===== src/rtl/mcc_pkg.sv =====
// ---------------------------------------------------------------------------
// mcc_pkg
// Shared definitions for the multi-cycle MIPS-subset control unit:
//   - opcode constants (IR[31:26])
//   - FSM state encodings (3-bit, legacy-compatible constants)
//   - ALUOp / PCSrc / RegDst codes
//   - ctrl_t: bundle of every datapath control output
//   - small opcode classification helpers
// Optional feature macro used by the importing files: MCC_ILLEGAL_TRAP_EN
// ---------------------------------------------------------------------------
package mcc_pkg;

    localparam int STATE_W = 3;
    localparam int OP_W    = 6;

    // Opcodes
    localparam logic [OP_W-1:0] OP_ADD   = 6'b000000;
    localparam logic [OP_W-1:0] OP_SUB   = 6'b000001;
    localparam logic [OP_W-1:0] OP_ADDIU = 6'b000010;
    localparam logic [OP_W-1:0] OP_AND   = 6'b010000;
    localparam logic [OP_W-1:0] OP_ANDI  = 6'b010001;
    localparam logic [OP_W-1:0] OP_ORI   = 6'b010010;
    localparam logic [OP_W-1:0] OP_SLL   = 6'b011000;
    localparam logic [OP_W-1:0] OP_SLT   = 6'b100110;
    localparam logic [OP_W-1:0] OP_SW    = 6'b110000;
    localparam logic [OP_W-1:0] OP_LW    = 6'b110001;
    localparam logic [OP_W-1:0] OP_BEQ   = 6'b110100;
    localparam logic [OP_W-1:0] OP_BNE   = 6'b110101;
    localparam logic [OP_W-1:0] OP_BLTZ  = 6'b110110;
    localparam logic [OP_W-1:0] OP_J     = 6'b111000;
    localparam logic [OP_W-1:0] OP_JR    = 6'b111001;
    localparam logic [OP_W-1:0] OP_JAL   = 6'b111010;
    localparam logic [OP_W-1:0] OP_HALT  = 6'b111111;

    // FSM states
    localparam logic [STATE_W-1:0] S_IF     = 3'b000;
    localparam logic [STATE_W-1:0] S_ID     = 3'b001;
    localparam logic [STATE_W-1:0] S_EXE_LS = 3'b010;
    localparam logic [STATE_W-1:0] S_MEM    = 3'b011;
    localparam logic [STATE_W-1:0] S_WB_LD  = 3'b100;
    localparam logic [STATE_W-1:0] S_EXE_BR = 3'b101;
    localparam logic [STATE_W-1:0] S_EXE_AL = 3'b110;
    localparam logic [STATE_W-1:0] S_WB_AL  = 3'b111;

    // ALU functions
    localparam logic [2:0] ALU_ADD = 3'b000;
    localparam logic [2:0] ALU_SUB = 3'b001;
    localparam logic [2:0] ALU_SLL = 3'b010;
    localparam logic [2:0] ALU_OR  = 3'b011;
    localparam logic [2:0] ALU_AND = 3'b100;
    localparam logic [2:0] ALU_SLT = 3'b101;

    // PC source select
    localparam logic [1:0] PCSRC_PC4    = 2'b00;
    localparam logic [1:0] PCSRC_BRANCH = 2'b01;
    localparam logic [1:0] PCSRC_RS     = 2'b10;
    localparam logic [1:0] PCSRC_JUMP   = 2'b11;

    // Register-file write destination select
    localparam logic [1:0] REGDST_R31 = 2'b00;
    localparam logic [1:0] REGDST_RT  = 2'b01;
    localparam logic [1:0] REGDST_RD  = 2'b10;

    typedef struct packed {
        logic       pc_wre;
        logic       ir_wre;
        logic       ins_mem_rw;
        logic       alu_src_a;
        logic       alu_src_b;
        logic [2:0] alu_op;
        logic       ext_sel;
        logic       reg_wre;
        logic [1:0] reg_dst;
        logic       wr_reg_d_src;
        logic       db_data_src;
        logic       mem_rd;
        logic       mem_wr;
        logic [1:0] pc_src;
    } ctrl_t;

    // Register-register ALU instructions (write rd)
    function automatic logic op_is_rtype(input logic [OP_W-1:0] op);
        return (op == OP_ADD) || (op == OP_SUB) || (op == OP_AND) ||
               (op == OP_SLL) || (op == OP_SLT);
    endfunction

    // Register-immediate ALU instructions (write rt)
    function automatic logic op_is_imm(input logic [OP_W-1:0] op);
        return (op == OP_ADDIU) || (op == OP_ANDI) || (op == OP_ORI);
    endfunction

    function automatic logic op_is_alu(input logic [OP_W-1:0] op);
        return op_is_rtype(op) || op_is_imm(op);
    endfunction

    function automatic logic op_is_mem(input logic [OP_W-1:0] op);
        return (op == OP_LW) || (op == OP_SW);
    endfunction

    function automatic logic op_is_branch(input logic [OP_W-1:0] op);
        return (op == OP_BEQ) || (op == OP_BNE) || (op == OP_BLTZ);
    endfunction

    function automatic logic op_is_jump(input logic [OP_W-1:0] op);
        return (op == OP_J) || (op == OP_JR) || (op == OP_JAL);
    endfunction

    function automatic logic op_is_defined(input logic [OP_W-1:0] op);
        return op_is_alu(op) || op_is_mem(op) || op_is_branch(op) ||
               op_is_jump(op) || (op == OP_HALT);
    endfunction

    // ALU function needed by each opcode; address calc uses add,
    // branch compare uses sub.
    function automatic logic [2:0] alu_op_of(input logic [OP_W-1:0] op);
        logic [2:0] f;
        f = ALU_ADD;
        if ((op == OP_SUB) || op_is_branch(op)) f = ALU_SUB;
        if (op == OP_SLL)                       f = ALU_SLL;
        if (op == OP_ORI)                       f = ALU_OR;
        if ((op == OP_AND) || (op == OP_ANDI))  f = ALU_AND;
        if (op == OP_SLT)                       f = ALU_SLT;
        return f;
    endfunction

endpackage


===== src/rtl/mcc_next_state.sv =====
// ---------------------------------------------------------------------------
// mcc_next_state
// Pure combinational next-state function of the multi-cycle control FSM.
// Ports:
//   state      in  3  current FSM state
//   opCode     in  6  opcode of the instruction held in IR
//   next_state out 3  state to load on the next rising clock edge
// Optional feature macro: MCC_ILLEGAL_TRAP_EN (undefined opcode parks in sID
// instead of being treated as a NOP).
// ---------------------------------------------------------------------------
module mcc_next_state
    import mcc_pkg::*;
(
    input  logic [STATE_W-1:0] state,
    input  logic [OP_W-1:0]    opCode,
    output logic [STATE_W-1:0] next_state
);

    always_comb begin
        next_state = S_IF;
        case (state)
            S_IF: next_state = S_ID;
            S_ID: begin
                if (op_is_jump(opCode))        next_state = S_IF;
                else if (opCode == OP_HALT)    next_state = S_ID;
                else if (op_is_branch(opCode)) next_state = S_EXE_BR;
                else if (op_is_mem(opCode))    next_state = S_EXE_LS;
                else if (op_is_alu(opCode))    next_state = S_EXE_AL;
                else begin
`ifdef MCC_ILLEGAL_TRAP_EN
                    next_state = S_ID;
`else
                    next_state = S_IF;
`endif
                end
            end
            S_EXE_AL: next_state = S_WB_AL;
            S_WB_AL:  next_state = S_IF;
            S_EXE_LS: next_state = S_MEM;
            S_MEM:    next_state = (opCode == OP_LW) ? S_WB_LD : S_IF;
            S_WB_LD:  next_state = S_IF;
            S_EXE_BR: next_state = S_IF;
            default:  next_state = S_IF;
        endcase
    end

endmodule


===== src/rtl/mcc_control_unit.sv =====
// ---------------------------------------------------------------------------
// mcc_control_unit
// Control unit of a multi-cycle MIPS-subset CPU. A 3-bit FSM steps each
// instruction through IF/ID/EXE/MEM/WB; all outputs are combinational in
// (state, opCode, zero, sign) and forced to 0 while RST is low, so a reset
// mid-instruction removes every write enable at once.
// Ports:
//   CLK in 1 clock (rising edge); RST in 1 async active-low reset
//   opCode in 6 IR[31:26]; zero/sign in 1 ALU status
//   state out 3 current state
//   PCWre IRWre InsMemRW ALUSrcA ALUSrcB ALUOp[3] ExtSel RegWre RegDst[2]
//   WrRegDSrc DBDataSrc mRD mWR PCSrc[2] : datapath enables / selects
//   illegal out 1 sticky undefined-opcode flag
// Optional feature macro: MCC_ILLEGAL_TRAP_EN (illegal flag + park in sID);
// without it an undefined opcode is a NOP and illegal is tied to 0.
// ---------------------------------------------------------------------------
module mcc_control_unit
    import mcc_pkg::*;
(
    input  logic               CLK,
    input  logic               RST,
    input  logic [OP_W-1:0]    opCode,
    input  logic               zero,
    input  logic               sign,
    output logic [STATE_W-1:0] state,
    output logic               PCWre,
    output logic               IRWre,
    output logic               InsMemRW,
    output logic               ALUSrcA,
    output logic               ALUSrcB,
    output logic [2:0]         ALUOp,
    output logic               ExtSel,
    output logic               RegWre,
    output logic [1:0]         RegDst,
    output logic               WrRegDSrc,
    output logic               DBDataSrc,
    output logic               mRD,
    output logic               mWR,
    output logic [1:0]         PCSrc,
    output logic               illegal
);

    logic [STATE_W-1:0] state_reg;
    logic [STATE_W-1:0] state_next;
    ctrl_t              ctrl;
    logic               branch_taken;

    mcc_next_state u_next_state (
        .state      (state_reg),
        .opCode     (opCode),
        .next_state (state_next)
    );

    always_ff @(posedge CLK or negedge RST) begin
        if (!RST) state_reg <= S_IF;
        else      state_reg <= state_next;
    end

    assign branch_taken = ((opCode == OP_BEQ)  &&  zero) ||
                          ((opCode == OP_BNE)  && !zero) ||
                          ((opCode == OP_BLTZ) &&  sign);

    // Mux selects follow the opcode in every state (they only matter where
    // the corresponding enable is active); enables are state-specific.
    always_comb begin
        ctrl = '0;
        if (RST) begin
            ctrl.ext_sel      = !((opCode == OP_ANDI) || (opCode == OP_ORI));
            ctrl.alu_src_a    = (opCode == OP_SLL);
            ctrl.alu_src_b    = op_is_imm(opCode) || op_is_mem(opCode);
            ctrl.alu_op       = alu_op_of(opCode);
            ctrl.wr_reg_d_src = (opCode != OP_JAL);
            ctrl.db_data_src  = (opCode == OP_LW);
            if (opCode == OP_JAL)         ctrl.reg_dst = REGDST_R31;
            else if (op_is_rtype(opCode)) ctrl.reg_dst = REGDST_RD;
            else                          ctrl.reg_dst = REGDST_RT;

            case (state_reg)
                S_IF: begin
                    ctrl.ir_wre     = 1'b1;
                    ctrl.ins_mem_rw = 1'b1;
                end
                S_ID: begin
                    if (op_is_jump(opCode)) begin
                        ctrl.pc_wre  = 1'b1;
                        ctrl.pc_src  = (opCode == OP_JR) ? PCSRC_RS : PCSRC_JUMP;
                        ctrl.reg_wre = (opCode == OP_JAL);
                    end else if (!op_is_defined(opCode)) begin
`ifndef MCC_ILLEGAL_TRAP_EN
                        // Undefined opcode retires as a NOP.
                        ctrl.pc_wre = 1'b1;
                        ctrl.pc_src = PCSRC_PC4;
`endif
                    end
                end
                S_MEM: begin
                    if (opCode == OP_SW) begin
                        ctrl.mem_wr = 1'b1;
                        ctrl.pc_wre = 1'b1;
                    end else if (opCode == OP_LW) begin
                        ctrl.mem_rd = 1'b1;
                    end
                end
                S_WB_LD, S_WB_AL: begin
                    ctrl.reg_wre = 1'b1;
                    ctrl.pc_wre  = 1'b1;
                end
                S_EXE_BR: begin
                    ctrl.pc_wre = 1'b1;
                    ctrl.pc_src = branch_taken ? PCSRC_BRANCH : PCSRC_PC4;
                end
                default: ;
            endcase
        end
    end

`ifdef MCC_ILLEGAL_TRAP_EN
    logic illegal_reg;

    always_ff @(posedge CLK or negedge RST) begin
        if (!RST)
            illegal_reg <= 1'b0;
        else if ((state_reg == S_ID) && !op_is_defined(opCode))
            illegal_reg <= 1'b1;
    end

    assign illegal = illegal_reg;
`else
    assign illegal = 1'b0;
`endif

    assign state     = state_reg;
    assign PCWre     = ctrl.pc_wre;
    assign IRWre     = ctrl.ir_wre;
    assign InsMemRW  = ctrl.ins_mem_rw;
    assign ALUSrcA   = ctrl.alu_src_a;
    assign ALUSrcB   = ctrl.alu_src_b;
    assign ALUOp     = ctrl.alu_op;
    assign ExtSel    = ctrl.ext_sel;
    assign RegWre    = ctrl.reg_wre;
    assign RegDst    = ctrl.reg_dst;
    assign WrRegDSrc = ctrl.wr_reg_d_src;
    assign DBDataSrc = ctrl.db_data_src;
    assign mRD       = ctrl.mem_rd;
    assign mWR       = ctrl.mem_wr;
    assign PCSrc     = ctrl.pc_src;

endmodule

===== config.mk =====
export PLATFORM = sky130hd
export DESIGN_NAME = mcc_control_unit
export DESIGN_NICKNAME = d
export VERILOG_FILES = /design/src/rtl/mcc_pkg.sv /design/src/rtl/mcc_next_state.sv /design/src/rtl/mcc_control_unit.sv
export SDC_FILE = /design/constraint.sdc
export NUM_CORES = 1
export LEC_CHECK = 0
export ABC_AREA = 1
export CORE_UTILIZATION = 40
export CTS_CLUSTER_DIAMETER = 50
export DETAILED_ROUTE_END_ITERATION = 16
export GPL_TIMING_DRIVEN = 0
export PLACE_DENSITY = 0.91
export SYNTH_ARGS = -nofsm -noshare
export SYNTH_HDL_FRONTEND = slang
export SYNTH_SLANG_ARGS = --single-unit
export TNS_END_PERCENT = 50

===== constraint.sdc =====
create_clock -name CLK -period 2.74 [get_ports CLK]
set_input_delay 0.411 -clock CLK [delete_from_list [all_inputs] [get_ports CLK]]
set_output_delay 0.411 -clock CLK [all_outputs]
set_load 0.03 [all_outputs]

==> impl_metrics.json, run 1 <==
{
  "status": "completed",
  "grt_overflow_total": 0,
  "cts_resized": 5,
  "cts_buffers": 3,
  "synthCells": 107,
  "drtPass1Iterations": 4,
  "post-dp-hpwl_mm": 1.40,
  "insertion_delay_ns": 0.25,
  "rsz0062_at_grt": "no",
  "path_buf_inv": 2,
  "grt_usage_pct": 27.1,
  "post_cts_buffers": 0,
  "setup_viol": 0,
  "p_clk_share_pct": 17.4,
  "yosys.area.top_type_share_pct": 17.3,
  "final_cells": 156,
  "synth-seq-cells": 3,
  "synth_area_leaders": "nand2_1 17%, nand3_1 14%, dfrtp_1 13%",
  "p_int_uw": 227,
  "cpPeakStageDelay_ns": 0.70,
  "viasPerCell": 5.41,
  "synth_cell_type_count": 21,
  "clock_sinks": 3,
  "cp-end-kind": "output pin",
  "initialDrtViolationCount": 74,
  "grt_max_degree": 11,
  "critPathLaunchType": "input pin",
  "crit_required_ns": 2.33,
  "cts_tree": "done",
  "die_h_um": 39.6,
  "largest_reg_flops": 3,
  "clockRootBuffer": "clkbuf_4",
  "routedWlPerCell_um": 11.5,
  "antenna_left": 0,
  "crit_path_max_fanout": 8,
  "rows": 13,
  "io_pins": 32,
  "final_nets": 152,
  "pwr-share-comb_pct": 64.3,
  "die_w_um": 39.6,
  "crit_type": "in -> out",
  "path_cells": "clkdlybuf4s50_1 > nor2_2 > nand3_1 > nor3_1 > clkdlybuf4s50_1",
  "place_congestion": 0.856,
  "area_growth_pct": 64.8,
  "hold_viol": 0,
  "yosysSeqAreaShare_pct": 13.3,
  "layout_common_cells": "26 x nand2_1, 16 x inv_1, 16 x nand3_1",
  "grt_pass1_wl_mm": 2.69,
  "maxCapViolCount": 0,
  "fill_cells": 121,
  "powerDensity_nw_per_um2": 498,
  "drc": 0,
  "seqPwrFrac_pct": 18.2,
  "ys.warnings.count": 0,
  "fin_crit_sh_pct": 98.0,
  "stdcell_area_um2": 932,
  "placed_cells": 152,
  "cts_buffer_depth": 2,
  "initial_utilization_pct": 43.5,
  "placed_cell_area_um2": 885,
  "antenna_found_initial": 0,
  "p_total_uw": 465,
  "postCtsHoldBufs": 0,
  "ir_drop_mv": 0.279,
  "wirelength_mm": 1.79,
  "syn_area_um2": 566,
  "drive_gt1_share_pct": 12.1,
  "coreArea_um2": 1300,
  "setup_tns_ns": 0,
  "p_sw_uw": 238,
  "htreeDepth": 1,
  "synth_top_cell_by_area": "nand2_1",
  "path_clk_slew_ns": 0.03,
  "slew_viol_final": 0,
  "cp_common_cell": "clkdlybuf4s50_1",
  "p_leak_nw": 0.631,
  "skew_ns": 0.00147,
  "cpMaxStageDelayCell": "clkdlybuf4s50_1",
  "portBuffers": 30,
  "cp_top_family": "buffers and inverters",
  "switching_share_pct": 51.2,
  "fin_crit_ns": 2.68,
  "hold_path.class": "in -> async",
  "max_freq_mhz": 372,
  "vias": 844,
  "grt_pass1_vias": 664,
  "dieArea_um2": 1570,
  "layout_commonest_cell": "nand2_1",
  "num_antenna_cells": 0,
  "final_core_util_pct": 71.6,
  "synth_nets": 117,
  "avgSynthCellArea_um2": 5.29,
  "cp.arrival_ns": 2.27
}
==> synth_stat cells <==
master	n
clkbuf_1	1
o21ai_0	1
nor2_2	8
inv_2	1
nand4_1	1
nor4_1	2
nand3b_1	1
inv_1	16
conb_1	1
nor3_1	2
a31oi_1	1
nand3_1	16
dfrtp_1	3
nor3b_2	1
buf_4	2
a21oi_1	5
o22ai_1	1
nor2_1	15
nand2_1	26
a41oi_1	1
nand3_2	2
==> stage by stage <==
| stage | hold WS, ns | setup slack (ns) |
|---|---|---|
| global route | 0.393 | 0.00257 |
| global placement | 0.648 | -0.0205 |
| finish | 0.389 | 0.0552 |
| detailed placement | 0.646 | -0.0571 |
| floorplan | 0.115 | 0.383 |
| CTS | 0.385 | 0.0187 |
==> layout make-up <==
cell class              instances  area (um^2)  area share (%)
clock buffers                   4         26.3            2.82
multi-input cells              84          408            43.8
repair buffers                 30          322            34.5
well taps                      15         18.8            2.01
flip-flops and latches          3         75.1            8.05
plain buffers                   3         18.8            2.01
inverters                      17         63.8            6.85
==> power by group through the flow <==
stage / logic (mW) / registers (mW) / clock network (mW)
floorplan: 0.161 / 0.109 / 0
global placement: 0.294 / 0.0838 / 0
detailed placement: 0.303 / 0.0836 / 0
CTS: 0.299 / 0.0835 / 0.0842
global route: 0.324 / 0.0874 / 0.0877
finish: 0.299 / 0.0848 / 0.0810
==> kinds of logic after synthesis <==
logic type | Yosys count | share of synthesized area (%)
DFF | 3 | 13.3
buffers and inverters | 20 | 14.6
AOI/OAI and AO/OA | 9 | 9.07
other | 1 | 0.663
and+or+nand+nor | 74 | 62.4
==> path summary, 6_finish.rpt <==
path / start / end / slack [ns] / cells after the start
min in group CLK: state[1] / state[1] / 0.70 / 2
min reg2reg: state[1] / state[1] / 0.70 / 2
max reg2reg: state[2] / state[0] / 1.46 / 7
max: opCode[2] / mWR / 0.06 / 5
min: RST / state[0] / 0.39 / 1
max in group asynchronous: RST / state[1] / 2.16 / 1
==> metal layers <==
metal  wire (um)  track usage (%)  vias to the layer above
met4          48             16.4                        0
met1         720             31.0                      360
met5           0                0                        -
met2         837             42.6                       58
li1            -                -                      418
met3         186             9.09                        8
Note: power is estimated with default switching activity, not from simulation.
==> run 2, diff against run 1 <==
Settings changed: CORE_AREA set to 2 2 39 41, CORE_UTILIZATION 40 to unset, DIE_AREA set to 0 0 41 43, DONT_BUFFER_PORTS set to 1, PLACE_DENSITY 0.91 to 0.65.
==> run 2 against run 1 <==
Non-clock buffer count down 29. Largest power group unchanged. Clock skew up 0.0058 ns. Critical endpoint is now PCSrc[0]. Cell area fell by 33%. Register-to-register slack worse by 0.22 ns. Sequential share of layout area grew 3.9 points. Maximum frequency increased by 13%. First-iteration DRC count fell by 41%. Worst setup slack better by 0.30 ns.
==> impl_metrics.json, run 2 (same netlist as run 1, synthesis figures left out) <==
{
  "fill_cells": 153,
  "crit_type": "reg -> out",
  "reg2reg_to": "state[0]",
  "final_nets": 123,
  "cts_tree": "done",
  "vias": 706,
  "grt_usage_pct": 20.1,
  "crit_path_max_fanout": 6,
  "grt_max_degree": 11,
  "p_leak_nw": 0.331,
  "largest_reg_flops": 3,
  "setup_tns_ns": 0,
  "portBuffers": 0,
  "htreeDepth": 1,
  "coreArea_um2": 1380,
  "clockRootBuffer": "clkbuf_4",
  "cp-end-kind": "output pin",
  "insertion_delay_ns": 0.24,
  "r2r_setup_slack_ns": 1.24,
  "hold_ws_ns": 0.433,
  "cts_buffers": 3,
  "initialDrtViolationCount": 44,
  "routedWlPerCell_um": 11.9,
  "startpoint": "state[2]",
  "worst_pin_slew_ns": 1.26,
  "die_w_um": 41,
  "dieArea_um2": 1760,
  "post_cts_buffers": 0,
  "drtPass1Iterations": 4,
  "relSlewSlack_pct": 15.0,
  "post-dp-hpwl_mm": 1.19,
  "max_freq_mhz": 419,
  "hold_viol": 0,
  "slew_viol_final": 0,
  "grt_pass1_wl_mm": 2.46,
  "io_pins": 32,
  "viasPerCell": 5.52,
  "crit_required_ns": 2.33,
  "critPathLaunchType": "flip-flop",
  "layout_common_cells": "26 x nand2_1, 16 x inv_1, 16 x nand3_1",
  "rr_worst_depth": 7,
  "cp.arrival_ns": 1.97,
  "area_growth_pct": 11.1,
  "maxCapViolCount": 0,
  "rows": 14,
  "initial_utilization_pct": 40.9,
  "num_antenna_cells": 0,
  "setup_viol": 0,
  "place_congestion": 0.880,
  "path_clk_slew_ns": 0.04,
  "fin_crit_ns": 2.38,
  "die_h_um": 43,
  "antenna_left": 0,
  "ir_drop_mv": 0.275,
  "drive_gt1_share_pct": 16.1,
  "drc": 0,
  "grt_overflow_total": 0,
  "r2r-start": "state[2]",
  "rsz0062_at_grt": "no",
  "hold_path.class": "in -> async",
  "cts_buffer_depth": 2,
  "antenna_found_initial": 0,
  "skew_ns": 0.00728,
  "layout_commonest_cell": "nand2_1",
  "wirelength_mm": 1.53,
  "powerDensity_nw_per_um2": 612,
  "grt_pass1_vias": 585,
  "fin_crit_sh_pct": 87.0,
  "status": "completed",
  "clock_sinks": 3,
  "final_core_util_pct": 45.4
}
==> run 2: cell count changes in the layout (fill, tap and decap cells not counted) <==
| cell | delta |
|---|---|
| clkdlybuf4s50_1 | -14 |
| dlygate4sd2_1 | -5 |
| nor4_1 | -1 |
| dlygate4sd3_1 | +1 |
| nor4_2 | +1 |
| dlymetal6s2s_1 | -11 |
==> run 2: layout make-up <==
cell class / instances / area, um^2 / area share (%)
sequential: 3 / 75.1 / 12.0
buffer: 3 / 18.8 / 2.99
timing repair buffer: 1 / 10.0 / 1.59
tap: 16 / 20.0 / 3.19
inverter: 17 / 63.8 / 10.2
clock buffer: 4 / 26.3 / 4.18
multi-input combinational: 84 / 414 / 65.9
==> run 2: layer usage <==
layer | global-route usage, % | vias to the layer above | share of wire, %
met4 | 12.0 | 0 | 2.4
met1 | 29.2 | 306 | 43
met3 | 2.09 | 4 | 10
met2 | 27.5 | 42 | 44
li1 | - | 354 | -
met5 | 0 | - | 0
==> run 2: worst max-delay path by stage <==
stage,to,slack (ns),cells past startpoint
finish,PCSrc[0],0.36,5
CTS,InsMemRW,0.06,2
global placement,InsMemRW,0.30,2
detailed placement,InsMemRW,0.30,2
global route,PCSrc[0],0.26,5
floorplan,InsMemRW,0.38,2
==> run 2: per-stage QoR <==
step / total power, mW / area (um^2) / instances / worst slack (ns)
after floorplan: 0.270 / 566 / 107 / 0.383
after global placement: 0.295 / 586 / 123 / 0.298
after detailed placement: 0.298 / 586 / 123 / 0.301
after CTS: 0.379 / 622 / 128 / 0.0587
after global routing: 0.409 / 628 / 128 / 0.259
final: 0.384 / 628 / 128 / 0.355
==> run 2: where the power goes <==
group / switching, mW / leakage [nW] / internal, mW / total, mW
registers: 0.0572 / 0.0387 / 0.0590 / 0.116
logic: 0.137 / 0.278 / 0.0527 / 0.190
clock network: 0.0236 / 0.0150 / 0.0546 / 0.0782
total: 0.218 / 0.331 / 0.166 / 0.384
==> run 2: worst max-delay path, cell delays in order, from the launching register on <==
cell	delay, ns
dfrtp_1	0.54
inv_1	0.19
nand3_1	0.17
nor3b_2	0.25
nand2_1	0.07
a21oi_1	0.54
==> run 2: what timing repair did <==
item                                    CTS  global route
endpoints found under the hold margin     3             0
hold buffers                              1             0
gates resized for setup                   0             1
endpoints found under the setup margin    0             1
